### src/rtl/traffic_phase_ctrl.sv
// ---------------------------------------------------------------------------
// traffic_phase_ctrl
//
// Purpose: sequences a two-road intersection with an optional pedestrian
// phase.  The controller does not count time itself; it loads the duration
// of each phase onto timer_value for an external countdown counter and
// advances when that counter reports zero.
//
// Ports:
//   clk           rising-edge clock for all state
//   reset         synchronous, active-low reset
//   counter_value remaining ticks reported by the downstream countdown
//   ped_req       pedestrian request (single-cycle pulse or level)
//   timer_value   registered duration of the current phase (counter load)
//   main_light    {R,Y,G} one-hot for the main road
//   side_light    {R,Y,G} one-hot for the side road
//   ped_walk      walk indication, high only in the pedestrian phase
//   phase         current state encoding
//   ped_pending   latched pedestrian request not yet served
// ---------------------------------------------------------------------------
module traffic_phase_ctrl #(
    parameter int T_MAIN_G = 32'd20,
    parameter int T_SIDE_G = 32'd15,
    parameter int T_YEL    = 32'd3,
    parameter int T_CLR    = 32'd2,
    parameter int T_WALK   = 32'd10
) (
    input  logic       clk,
    input  logic       reset,
    input  logic [5:0] counter_value,
    input  logic       ped_req,
    output logic [5:0] timer_value,
    output logic [2:0] main_light,
    output logic [2:0] side_light,
    output logic       ped_walk,
    output logic [2:0] phase,
    output logic       ped_pending
);

    typedef enum logic [2:0] {
        MAIN_G = 3'd0,
        MAIN_Y = 3'd1,
        CLR_A  = 3'd2,
        SIDE_G = 3'd3,
        SIDE_Y = 3'd4,
        PED    = 3'd5,
        CLR_B  = 3'd6
    } phase_t;

    localparam logic [2:0] LIGHT_R = 3'b100;
    localparam logic [2:0] LIGHT_Y = 3'b010;
    localparam logic [2:0] LIGHT_G = 3'b001;

    // Every duration must fit the 6-bit counter and be nonzero, and each
    // phase must differ in length from the one that follows it.
    localparam bit RANGE_OK =
        (T_MAIN_G >= 32'd1) && (T_MAIN_G <= 32'd63) &&
        (T_SIDE_G >= 32'd1) && (T_SIDE_G <= 32'd63) &&
        (T_YEL    >= 32'd1) && (T_YEL    <= 32'd63) &&
        (T_CLR    >= 32'd1) && (T_CLR    <= 32'd63) &&
        (T_WALK   >= 32'd1) && (T_WALK   <= 32'd63);

    localparam bit PAIRS_OK =
        (T_MAIN_G != T_YEL)    &&   // MAIN_G -> MAIN_Y
        (T_YEL    != T_CLR)    &&   // MAIN_Y -> CLR_A, SIDE_Y -> CLR_B
        (T_CLR    != T_SIDE_G) &&   // CLR_A  -> SIDE_G
        (T_SIDE_G != T_YEL)    &&   // SIDE_G -> SIDE_Y
        (T_YEL    != T_WALK)   &&   // SIDE_Y -> PED
        (T_WALK   != T_CLR)    &&   // PED    -> CLR_B
        (T_CLR    != T_MAIN_G);     // CLR_B  -> MAIN_G

    generate
        if (!(RANGE_OK && PAIRS_OK)) begin : g_param_check
            $error("traffic_phase_ctrl: duration out of 1..63 or consecutive durations equal");
        end
    endgenerate

    // Duration loaded onto the counter when a phase is entered.
    function automatic logic [5:0] dur_of(input phase_t s);
        logic [5:0] d;
        case (s)
            MAIN_G:  d = 6'(T_MAIN_G);
            MAIN_Y:  d = 6'(T_YEL);
            CLR_A:   d = 6'(T_CLR);
            SIDE_G:  d = 6'(T_SIDE_G);
            SIDE_Y:  d = 6'(T_YEL);
            PED:     d = 6'(T_WALK);
            CLR_B:   d = 6'(T_CLR);
            default: d = 6'(T_MAIN_G);
        endcase
        return d;
    endfunction

    function automatic logic [2:0] main_of(input phase_t s);
        logic [2:0] l;
        case (s)
            MAIN_G:  l = LIGHT_G;
            MAIN_Y:  l = LIGHT_Y;
            default: l = LIGHT_R;
        endcase
        return l;
    endfunction

    function automatic logic [2:0] side_of(input phase_t s);
        logic [2:0] l;
        case (s)
            SIDE_G:  l = LIGHT_G;
            SIDE_Y:  l = LIGHT_Y;
            default: l = LIGHT_R;
        endcase
        return l;
    endfunction

    // Kept as a plain vector so an out-of-range code is representable and
    // recoverable.
    logic [2:0] state_r;
    logic       armed_r;
    logic [5:0] timer_value_r;
    logic [2:0] main_light_r;
    logic [2:0] side_light_r;
    logic       ped_walk_r;
    logic       ped_pending_r;

    phase_t     state_next_s;
    logic       advance_s;
    logic       change_s;
    logic       armed_next_s;
    logic       ped_pending_next_s;

    // Next-state, arming and pedestrian-latch decisions.
    always_comb begin
        state_next_s       = MAIN_G;
        advance_s          = (counter_value == 6'd0) && armed_r;
        change_s           = 1'b0;
        armed_next_s       = armed_r;
        ped_pending_next_s = ped_pending_r;

        case (state_r)
            MAIN_G: begin
                if (advance_s) begin
                    state_next_s = MAIN_Y;
                end else begin
                    state_next_s = MAIN_G;
                end
            end
            MAIN_Y: begin
                if (advance_s) begin
                    state_next_s = CLR_A;
                end else begin
                    state_next_s = MAIN_Y;
                end
            end
            CLR_A: begin
                if (advance_s) begin
                    state_next_s = SIDE_G;
                end else begin
                    state_next_s = CLR_A;
                end
            end
            SIDE_G: begin
                if (advance_s) begin
                    state_next_s = SIDE_Y;
                end else begin
                    state_next_s = SIDE_G;
                end
            end
            SIDE_Y: begin
                if (advance_s && ped_pending_r) begin
                    state_next_s = PED;
                end else if (advance_s) begin
                    state_next_s = CLR_B;
                end else begin
                    state_next_s = SIDE_Y;
                end
            end
            PED: begin
                if (advance_s) begin
                    state_next_s = CLR_B;
                end else begin
                    state_next_s = PED;
                end
            end
            CLR_B: begin
                if (advance_s) begin
                    state_next_s = MAIN_G;
                end else begin
                    state_next_s = CLR_B;
                end
            end
            default: begin
                // Illegal code 7 falls back to the main-road green.
                state_next_s = MAIN_G;
            end
        endcase

        change_s = (3'(state_next_s) != state_r);

        // A zero seen before any nonzero in this phase is stale and ignored.
        if (change_s) begin
            armed_next_s = 1'b0;
        end else if (counter_value != 6'd0) begin
            armed_next_s = 1'b1;
        end else begin
            armed_next_s = armed_r;
        end

        // Entering PED serves the request; a request on that edge is absorbed.
        if (change_s && (state_next_s == PED)) begin
            ped_pending_next_s = 1'b0;
        end else if (ped_req) begin
            ped_pending_next_s = 1'b1;
        end else begin
            ped_pending_next_s = ped_pending_r;
        end
    end

    // State and registered outputs, all derived from the next state so they
    // change on the same edge as the phase.
    always_ff @(posedge clk) begin
        if (!reset) begin
            state_r       <= MAIN_G;
            armed_r       <= 1'b0;
            timer_value_r <= 6'(T_MAIN_G);
            main_light_r  <= LIGHT_G;
            side_light_r  <= LIGHT_R;
            ped_walk_r    <= 1'b0;
            ped_pending_r <= 1'b0;
        end else begin
            state_r       <= state_next_s;
            armed_r       <= armed_next_s;
            timer_value_r <= dur_of(state_next_s);
            main_light_r  <= main_of(state_next_s);
            side_light_r  <= side_of(state_next_s);
            ped_walk_r    <= (state_next_s == PED);
            ped_pending_r <= ped_pending_next_s;
        end
    end

    assign phase       = state_r;
    assign timer_value = timer_value_r;
    assign main_light  = main_light_r;
    assign side_light  = side_light_r;
    assign ped_walk    = ped_walk_r;
    assign ped_pending = ped_pending_r;

endmodule

### config.mk
export PLATFORM = sky130hd
export DESIGN_NAME = traffic_phase_ctrl
export DESIGN_NICKNAME = d
export VERILOG_FILES = /design/src/rtl/traffic_phase_ctrl.sv
export SDC_FILE = /design/constraint.sdc
export NUM_CORES = 1
export LEC_CHECK = 0
export CAP_MARGIN = 40
export CORE_MARGIN = 2
export CORE_UTILIZATION = 55
export DETAILED_ROUTE_END_ITERATION = 10
export DONT_BUFFER_PORTS = 1
export PLACE_DENSITY_LB_ADDON = 0.08
export SYNTH_ARGS = -nofsm -noshare
export SYNTH_HDL_FRONTEND = slang
export SYNTH_SLANG_ARGS = --single-unit
### constraint.sdc
create_clock -name clk -period 1.8 [get_ports clk]
set_input_delay 0.18 -clock clk [delete_from_list [all_inputs] [get_ports clk]]
set_output_delay 0.18 -clock clk [all_outputs]
set_load 0.03 [all_outputs]
==> results.py, run 1 <==
metrics = {
    "setup_path": {
        "critical_path.top_delay_family": "flip-flops",
        "critPathMaxStageDelay_ns": 0.58,
        "r2r_end": "main_light[2]$_SDFF_PN0_",
        "worst_setup_path_end_kind": "flop",
        "crit_buf_inv": 0,
        "cp_max_fo": 13,
        "cp.required_ns": 1.99,
        "r2r_start": "phase[0]$_SDFF_PN0_",
        "arrival_ns": 1.53,
        "crit_start": "phase[0]$_SDFF_PN0_",
        "crit_type": "flop to flop",
        "reg2regPathDepth": 3,
        "crit_slowest_cell": "dfxtp_1",
        "r2r_slack_ns": 0.46,
        "start_kind": "flop",
        "path_cells": "a21oi_1 -> nand3b_1 -> and3_1",
    },
    "yosys": {
        "synthMuxAreaShare": 0,
        "synth_compound_area_frac": 0.194,
        "synth_fa_ha_area_frac": 0,
        "synthXorXnorAreaFrac": 0.0369,
        "postSynthAreaPerCell_sq_um": 9.58,
        "synth_cells": 78,
        "synth.distinct_cells": 33,
        "synth.yosys.seq_area_share": 0.456,
        "yosysWarnings": 0,
        "ys_ff_latch": 17,
        "synthSimpleGateAreaFrac": 0.236,
        "synth_top_family_by_area": "simple AND/OR/NAND/NOR gates",
        "synth_area_sq_um": 747,
        "synth_fp_nets": 87,
    },
    "global_route": {
        "grt_util_met2": 0.277,
        "grt_pass1_wl_um": 2080,
        "grt.overflow.total": 0,
        "busiest_layer": "met2",
        "antenna_found_initial": 0,
        "grt_max_degree": 14,
        "grt_pass1_vias": 476,
        "grt_usage": 0.197,
        "grt_use_met1": 0.273,
        "gr-usage-met3": 0.0489,
    },
    "floorplanning": {
        "die_h_um": 40.9,
        "initial_core_util": 0.581,
        "die-area_sq_um": 1670,
        "chipWidth_um": 40.9,
        "core-area_sq_um": 1280,
        "design.portCount": 26,
        "rows": 13,
    },
    "clock_network": {
        "cts_resized": 0,
        "cts_buffers": 3,
        "cts_buffer_depth": 2,
        "clock-sinks": 17,
        "htree_levels": 1,
        "clk_latency_ns": 0.28,
        "clock-root-buffer": "clkbuf_4",
        "cts_tree": "yes",
        "clk_pin_slew_worst_paths_ns": 0.09,
    },
    "timing": {
        "finalHoldViolCount": 0,
        "clock.fmax_mhz": 747,
        "fin_tns_setup_ns": 0,
        "finalMaxSlewViolations": 0,
        "hold_ws_ns": 0.0373,
        "period_needed_ns": 1.34,
        "rsz0062_at_grt": "no",
        "min_period_over_period": 0.744,
        "setup_viol": 0,
        "clock_skew_ns": 0.00667,
    },
    "placement": {
        "io_buffers": 0,
        "dpl.hpwl_um": 957,
        "place_congestion": 0.900,
    },
    "layout": {
        "drive_gt1_frac": 0.160,
        "syn2layout_area_growth_pct": 5.70,
        "fin_nets": 91,
        "diodes": 0,
    },
    "power": {
        "fin_total_pwr_mw": 0.606,
        "leakage_nw": 0.277,
        "power_density_nw_per_um2": 767,
        "peakVddDrop_mv": 0.340,
    },
    "drt": {
        "routed_via_density": 6.01,
        "drt_drc_violations_left": 0,
        "num_vias": 577,
        "ant_nets": 0,
        "routed_wl_um": 1340,
        "wire_per_inst_um": 14.0,
        "drtIter0Drc": 34,
        "drtPass1Iterations": 5,
    },
    "min_path": {
        "hold_path.startpoint": "reset",
        "min_to": "ped_pending$_SDFFE_PP0P_",
        "holdPathStages": 2,
        "min_path_type": "primary input to flop",
    },
    "run": {
        "cap_violations": 0,
    },
    "status": {
        "status": "finished, final reports clean",
    },
}
-- through the flow --
| stage | util | setup slack (ns) | area (sq um) | std cells |
|---|---|---|---|---|
| 3_3_place_gp | 0.586 | 0.480 | 753 | 91 |
| 2_1_floorplan | - | 0.482 | 747 | 78 |
| 3_5_place_dp | 0.586 | 0.484 | 753 | 91 |
| 4_1_cts | 0.614 | 0.475 | 790 | 96 |
| 5_1_grt | 0.614 | 0.342 | 790 | 96 |
| 6_report | 0.614 | 0.461 | 790 | 96 |
-- routing by layer --
layer	vias up	wire, um
met1	259	619
met2	24	598
met5	-	0
met4	0	33
met3	5	88
li1	289	-
-- final cells by class --
| cell class | count | area, sq um |
|---|---|---|
| fill | 119 | 495 |
| multi-input combinational | 52 | 353 |
| sequential | 17 | 340 |
| timing repair buffer | 5 | 40.0 |
| clock buffer | 4 | 26.3 |
| tap | 15 | 18.8 |
| inverter | 3 | 11.3 |
-- cell usage after synthesis, drive strengths merged --
cell type,n,share of area
a21o,1,0.010
nand3,5,0.033
nand2b,1,0.0084
nor3,2,0.013
clkbuf,2,0.010
o32a,1,0.013
a31oi,2,0.017
nand3b,1,0.010
a211oi,1,0.017
nor2b,1,0.0084
inv,3,0.015
nand2,5,0.025
o31ai,1,0.010
and2,1,0.0084
o21ai,3,0.020
or2,1,0.0084
nand4,2,0.017
and3,2,0.017
nor3b,2,0.027
a21oi,7,0.047
o311ai,3,0.035
dfxtp,17,0.46
a211o,1,0.013
xnor2,1,0.037
buf,4,0.047
conb,1,0.0050
nand4b,1,0.012
a311oi,1,0.012
nor2,4,0.020
nor4,1,0.028
-- cell families (layout without fill, tap and decap cells) --
group	after synthesis	after routing
xor+xnor	1	1
flops	17	17
buf+inv	9	12
compound gates	21	21
simple gates	29	29
other cells	1	1
-- placed cells by master, fill, tap and decap left out --
cell	count
nand3_1	5
nor3b_1	1
a211oi_2	1
a21oi_1	7
nand2b_1	1
clkbuf_1	1
a21o_1	1
a211o_2	1
nor4_4	1
and3_1	2
a311oi_1	1
xnor2_4	1
conb_1	1
inv_1	3
nor2_1	4
nand4b_1	1
nand2_1	5
dlygate4sd3_1	1
clkbuf_4	3
o31ai_1	1
nor3b_2	1
nand3b_1	1
dfxtp_1	17
o21ai_0	3
or2_2	1
buf_4	4
nor2b_1	1
nor3_1	2
o311ai_0	3
and2_1	1
o32a_1	1
nand4_1	2
a31oi_1	2
-- registers in the layout, indices dropped and copies added, names as in the netlist --
register,cells
main_light,3
timer_value,5
phase,3
armed_r,1
ped_walk,1
side_light,3
ped_pending,1
-- report_power, final --
part | switching, mW | internal (mW)
Clock | 0.108 | 0.0861
Combinational | 0.0132 | 0.00934
Sequential | 0.00948 | 0.380
-- worst max path at each step --
stage | to | slack [ns] | depth (start not counted)
2_1_floorplan | main_light[2]$_SDFF_PN0_ | 0.48 | 3
3_3_place_gp | side_light[1]$_SDFF_PN0_ | 0.48 | 4
3_5_place_dp | phase[2]$_SDFF_PN0_ | 0.48 | 4
4_1_cts | main_light[2]$_SDFF_PN0_ | 0.48 | 4
5_1_grt | timer_value[0]$_SDFF_PN0_ | 0.34 | 3
6_report | main_light[2]$_SDFF_PN0_ | 0.46 | 3
-- repair_timing --
| item | 4_1_cts | 5_1_grt |
|---|---|---|
| hold buffers | 1 | 0 |
| setup buffers | 0 | 0 |
| endpoints found under the hold margin | 3 | 0 |
| setup endpoints to repair | 0 | 0 |
Power figures use the tool's default switching activity.
==> run 2: changes to the inputs <==
--- a/config.mk
+++ b/config.mk
@@ -7,7 +7,7 @@
 export LEC_CHECK = 0
 export CAP_MARGIN = 40
 export CORE_MARGIN = 2
-export CORE_UTILIZATION = 55
+export CORE_UTILIZATION = 52
 export DETAILED_ROUTE_END_ITERATION = 10
 export DONT_BUFFER_PORTS = 1
 export PLACE_DENSITY_LB_ADDON = 0.08
==> constraint.sdc (replaced) <==
create_clock -name clk -period 1.15 [get_ports clk]
set_input_delay 0.115 -clock clk [delete_from_list [all_inputs] [get_ports clk]]
set_output_delay 0.115 -clock clk [all_outputs]
set_load 0.03 [all_outputs]
==> results.py, run 2 (synthesis gave the netlist of run 1 again) <==
metrics = {
    "status": {
        "status": "finished, violations left",
        "violations": "setup timing",
    },
    "layout": {
        "diodes": 0,
        "multi_input_area_sq_um": 397,
        "final_area_sq_um": 905,
        "largest_reg_flops": 5,
        "drive_gt1_frac": 0.393,
        "fin_nets": 99,
        "mostFrequentLayoutCell": "dfxtp_1",
        "fillers": 97,
        "final_cell_mix": "13 x dfxtp_1, 11 x buf_4, 5 x a21oi_1",
        "regArea_sq_um": 348,
        "stdcell_count": 104,
        "post-route-util": 0.687,
        "syn2layout_area_growth_pct": 21.1,
    },
    "setup_path": {
        "cp_max_fo": 5,
        "path_cells": "nor3b_4 -> and2_4 -> a211o_2 -> and3_1",
        "worst_setup_path_end_kind": "flop",
        "critPathMaxStageDelay_ns": 0.32,
        "start_kind": "flop",
        "critical_path.top_delay_family": "simple AND/OR/NAND/NOR gates",
        "crit_type": "flop to flop",
        "arrival_ns": 1.39,
        "crit_slowest_cell": "dfxtp_2",
        "cp.required_ns": 1.34,
        "crit_buf_inv": 0,
    },
    "timing": {
        "finalMaxSlewViolations": 0,
        "rsz0062_at_grt": "yes",
        "fin_ws_ns": -0.0507,
        "min_period_over_period": 1.04,
        "fin_tns_setup_ns": -0.131,
        "clock.fmax_mhz": 833,
        "hold_ws_ns": 0.0208,
        "period_needed_ns": 1.20,
        "finalHoldViolCount": 0,
        "clock_skew_ns": 0.00384,
        "setup_viol": 9,
    },
    "placement": {
        "placed_cell_area_sq_um": 808,
        "place_congestion": 0.890,
        "dpl.cell_count": 97,
        "dp_slack_ns": -0.111,
        "dpl.hpwl_um": 995,
        "io_buffers": 0,
    },
    "clock_network": {
        "clock-root-buffer": "clkbuf_4",
        "htree_levels": 1,
        "cts_tree": "yes",
        "cts_buffers": 3,
        "cts_buffer_depth": 2,
        "clk_latency_ns": 0.29,
        "clock-sinks": 17,
        "clk_pin_slew_worst_paths_ns": 0.09,
    },
    "min_path": {
        "min_path_type": "primary input to flop",
    },
    "drt": {
        "ant_nets": 0,
        "routed_wl_um": 1480,
        "drtIter0Drc": 8,
        "routed_via_density": 5.91,
        "drt_drc_violations_left": 0,
        "num_vias": 615,
        "drtPass1Iterations": 4,
        "wire_per_inst_um": 14.2,
    },
    "floorplanning": {
        "rows": 13,
        "die_h_um": 41.9,
        "design.portCount": 26,
        "chipWidth_um": 41.9,
        "core-area_sq_um": 1320,
        "initial_core_util": 0.567,
        "die-area_sq_um": 1760,
    },
    "global_route": {
        "gr-usage-met3": 0.0652,
        "grt_max_degree": 10,
        "grt.overflow.total": 0,
        "antenna_found_initial": 0,
        "grt_usage": 0.172,
        "grt_use_met1": 0.221,
        "grt_pass1_wl_um": 2300,
        "busiest_layer": "met2",
        "grt_util_met2": 0.263,
        "grt_pass1_vias": 513,
    },
    "power": {
        "peakVddDrop_mv": 0.731,
        "fin_total_pwr_mw": 0.963,
        "leakage_nw": 0.338,
        "power_density_nw_per_um2": 1060,
    },
    "run": {
        "cap_violations": 0,
    },
}
==> run 2: cell types whose count changed in the layout (fill, tap and decap cells not counted), moves of 3 or more <==
cell	before	now
buf_4	4	11
dfxtp_1	17	13
dfxtp_2	0	3
nand3_1	5	2
nand3_2	0	3
o311ai_0	3	0
o311ai_1	0	3
==> run 2: layout make-up <==
cell class              instances  area share
multi-input cells              52       0.438
flip-flops and latches         17       0.385
repair buffers                 13       0.115
clock buffers                   4      0.0290
well taps                      15      0.0207
inverters                       3      0.0124
==> run 2: what timing repair did <==
item / CTS / global route
setup buffers: 1 / 1
pin swaps: 10 / 2
setup endpoints to repair: 17 / 17
resized for setup: 13 / 4
hold buffers: 1 / 0
hold endpoints to repair: 8 / 0
gates cloned: 0 / 0
==> run 2: per-layer routing <==
metal | wire length (um) | share of wire
met1 | 685 | 0.46
met5 | 0 | 0
met4 | 16 | 0.011
met3 | 102 | 0.069
met2 | 670 | 0.45
==> run 2: final timing paths <==
| path | end | slack (ns) | cells past startpoint | from |
|---|---|---|---|---|
| setup / recovery | main_light[2]$_SDFF_PN0_ | -0.05 | 4 | armed_r$_SDFFE_PP0P_ |
| hold / removal | phase[1]$_SDFF_PN0_ | 0.02 | 2 | reset |
| setup reg to reg | main_light[2]$_SDFF_PN0_ | -0.05 | 4 | armed_r$_SDFFE_PP0P_ |
| hold reg to reg | ped_walk$_SDFF_PN0_ | 0.57 | 2 | ped_pending$_SDFFE_PP0P_ |
==> run 2: power by group <==
| part | switching [mW] | leakage (nW) | internal (mW) |
|---|---|---|---|
| combinational | 0.0321 | 0.183 | 0.0213 |
| sequential | 0.00943 | 0.140 | 0.593 |
| clock | 0.172 | 0.0150 | 0.135 |
==> run 3: changes to the inputs <==
--- a/config.mk
+++ b/config.mk
@@ -10,6 +10,7 @@
 export CORE_UTILIZATION = 52
 export DETAILED_ROUTE_END_ITERATION = 10
 export DONT_BUFFER_PORTS = 1
+export GPL_TIMING_DRIVEN = 0
 export PLACE_DENSITY_LB_ADDON = 0.08
 export SYNTH_ARGS = -nofsm -noshare
 export SYNTH_HDL_FRONTEND = slang
==> results.py, run 3 (synthesis gave the netlist of run 1 again) <==
metrics = {
    "global_route": {
        "grt.overflow.total": 0,
        "grt_usage": 0.191,
        "busiest_layer": "met2",
        "grt_use_met1": 0.233,
        "grt_pass1_vias": 550,
        "grt_pass1_wl_um": 2460,
        "grt_max_degree": 11,
        "gr-usage-met3": 0.0609,
        "antenna_found_initial": 0,
        "grt_util_met2": 0.281,
    },
    "layout": {
        "regArea_sq_um": 353,
        "multi_input_area_sq_um": 422,
        "syn2layout_area_growth_pct": 22.3,
        "fin_nets": 94,
        "drive_gt1_frac": 0.357,
        "mostFrequentLayoutCell": "dfxtp_1",
        "largest_reg_flops": 5,
        "diodes": 0,
        "post-route-util": 0.693,
        "stdcell_count": 99,
        "final_cell_mix": "13 x dfxtp_1, 6 x a21oi_1, 4 x buf_6, 4 x nand2_1, 4 x nand3_1",
        "fillers": 98,
    },
    "setup_path": {
        "cp_max_fo": 5,
        "r2r_start": "armed_r$_SDFFE_PP0P_",
        "crit_start": "armed_r$_SDFFE_PP0P_",
        "worst_setup_path_end_kind": "flop",
        "crit_type": "flop to flop",
        "start_kind": "flop",
        "arrival_ns": 1.53,
        "cp.required_ns": 1.35,
    },
    "placement": {
        "dp_slack_ns": -0.183,
        "io_buffers": 0,
        "place_congestion": 0.902,
        "dpl.cell_count": 93,
        "dpl.hpwl_um": 1010,
    },
    "floorplanning": {
        "chipWidth_um": 41.9,
        "design.portCount": 26,
        "die_h_um": 41.9,
        "initial_core_util": 0.567,
        "core-area_sq_um": 1320,
        "die-area_sq_um": 1760,
        "rows": 13,
    },
    "power": {
        "peakVddDrop_mv": 0.480,
        "fin_total_pwr_mw": 0.972,
        "power_density_nw_per_um2": 1060,
        "leakage_nw": 0.322,
    },
    "clock_network": {
        "htree_levels": 1,
        "clk_latency_ns": 0.29,
        "cts_buffers": 3,
        "clk_pin_slew_worst_paths_ns": 0.10,
        "clock-root-buffer": "clkbuf_4",
        "clock-sinks": 17,
        "cts_tree": "yes",
        "cts_buffer_depth": 2,
    },
    "min_path": {
        "min_path_type": "primary input to flop",
        "hold_path.startpoint": "reset",
    },
    "timing": {
        "slew-limit-headroom": 0.610,
        "finalHoldViolCount": 0,
        "period_needed_ns": 1.34,
        "clock_skew_ns": 0.00616,
        "fin_tns_setup_ns": -1.34,
        "rsz0062_at_grt": "yes",
        "clock.fmax_mhz": 749,
        "tightest_slew_ns": 0.580,
        "min_period_over_period": 1.16,
        "fin_ws_ns": -0.185,
        "finalMaxSlewViolations": 0,
        "setup_viol": 14,
    },
    "run": {
        "cap_violations": 0,
    },
    "drt": {
        "num_vias": 636,
        "drtIter0Drc": 14,
        "drt_drc_violations_left": 0,
        "routed_wl_um": 1610,
        "wire_per_inst_um": 16.3,
        "drtPass1Iterations": 4,
        "routed_via_density": 6.42,
        "ant_nets": 0,
    },
    "status": {
        "status": "finished, violations left",
        "violations": "setup timing",
    },
}
==> run 3: cell count changes in the layout (fill, tap and decap cells not counted), sizes merged <==
cell         previous run  this run
clkinv                  0         1
buf                    12         6
clkbuf                  4         5
dlygate4sd3             1         0
==> run 3: what timing repair did <==
action                                  CTS  global route
gates resized for setup                   7            16
buffers inserted                          1             2
hold buffers                              0             0
endpoints found under the setup margin   15            16
pin swaps                                 3             1
==> run 3: routing by layer <==
metal  wire length, um  share of wire
met2               777           0.48
met4                68          0.042
met5                 0              0
met1               692           0.43
met3                70          0.044
==> run 3: area by class of cell <==
cell class                 instances  area share
clock inverter                     1     0.00548
sequential                        17       0.386
multi-input combinational         52       0.462
clock buffer                       3      0.0247
timing repair buffer               3      0.0466
buffer                             5      0.0425
tap                               15      0.0205
inverter                           3      0.0123
==> run 3: critical path, cell delays in order (launching register included) <==
cell and delay, ns:
dfxtp_2 0.33, nor3b_4 0.15, buf_6 0.12, and2_4 0.18, a211o_2 0.29, and3_1 0.17
==> run 3: path summary, 6_finish.rpt <==
kind / endpoint / cells after the start / slack (ns)
setup / recovery: main_light[2]$_SDFF_PN0_ / 5 / -0.19
hold / removal: phase[1]$_SDFF_PN0_ / 2 / 0.03
setup reg to reg: main_light[2]$_SDFF_PN0_ / 5 / -0.19
hold reg to reg: armed_r$_SDFFE_PP0P_ / 2 / 0.70
==> run 3: power by group <==
group          internal [mW]  total (mW)  switching (mW)
logic                 0.0240      0.0561          0.0321
registers              0.588       0.605          0.0161
clock network          0.129       0.311           0.182
==> run 3: metrics by stage <==
stage	hold slack (ns)	instance area [sq um]
after detailed placement	0.328	778
after floorplan	0.294	759
after global routing	0.0308	913
after global placement	0.326	778
after CTS	0.0276	842
final	0.0267	913
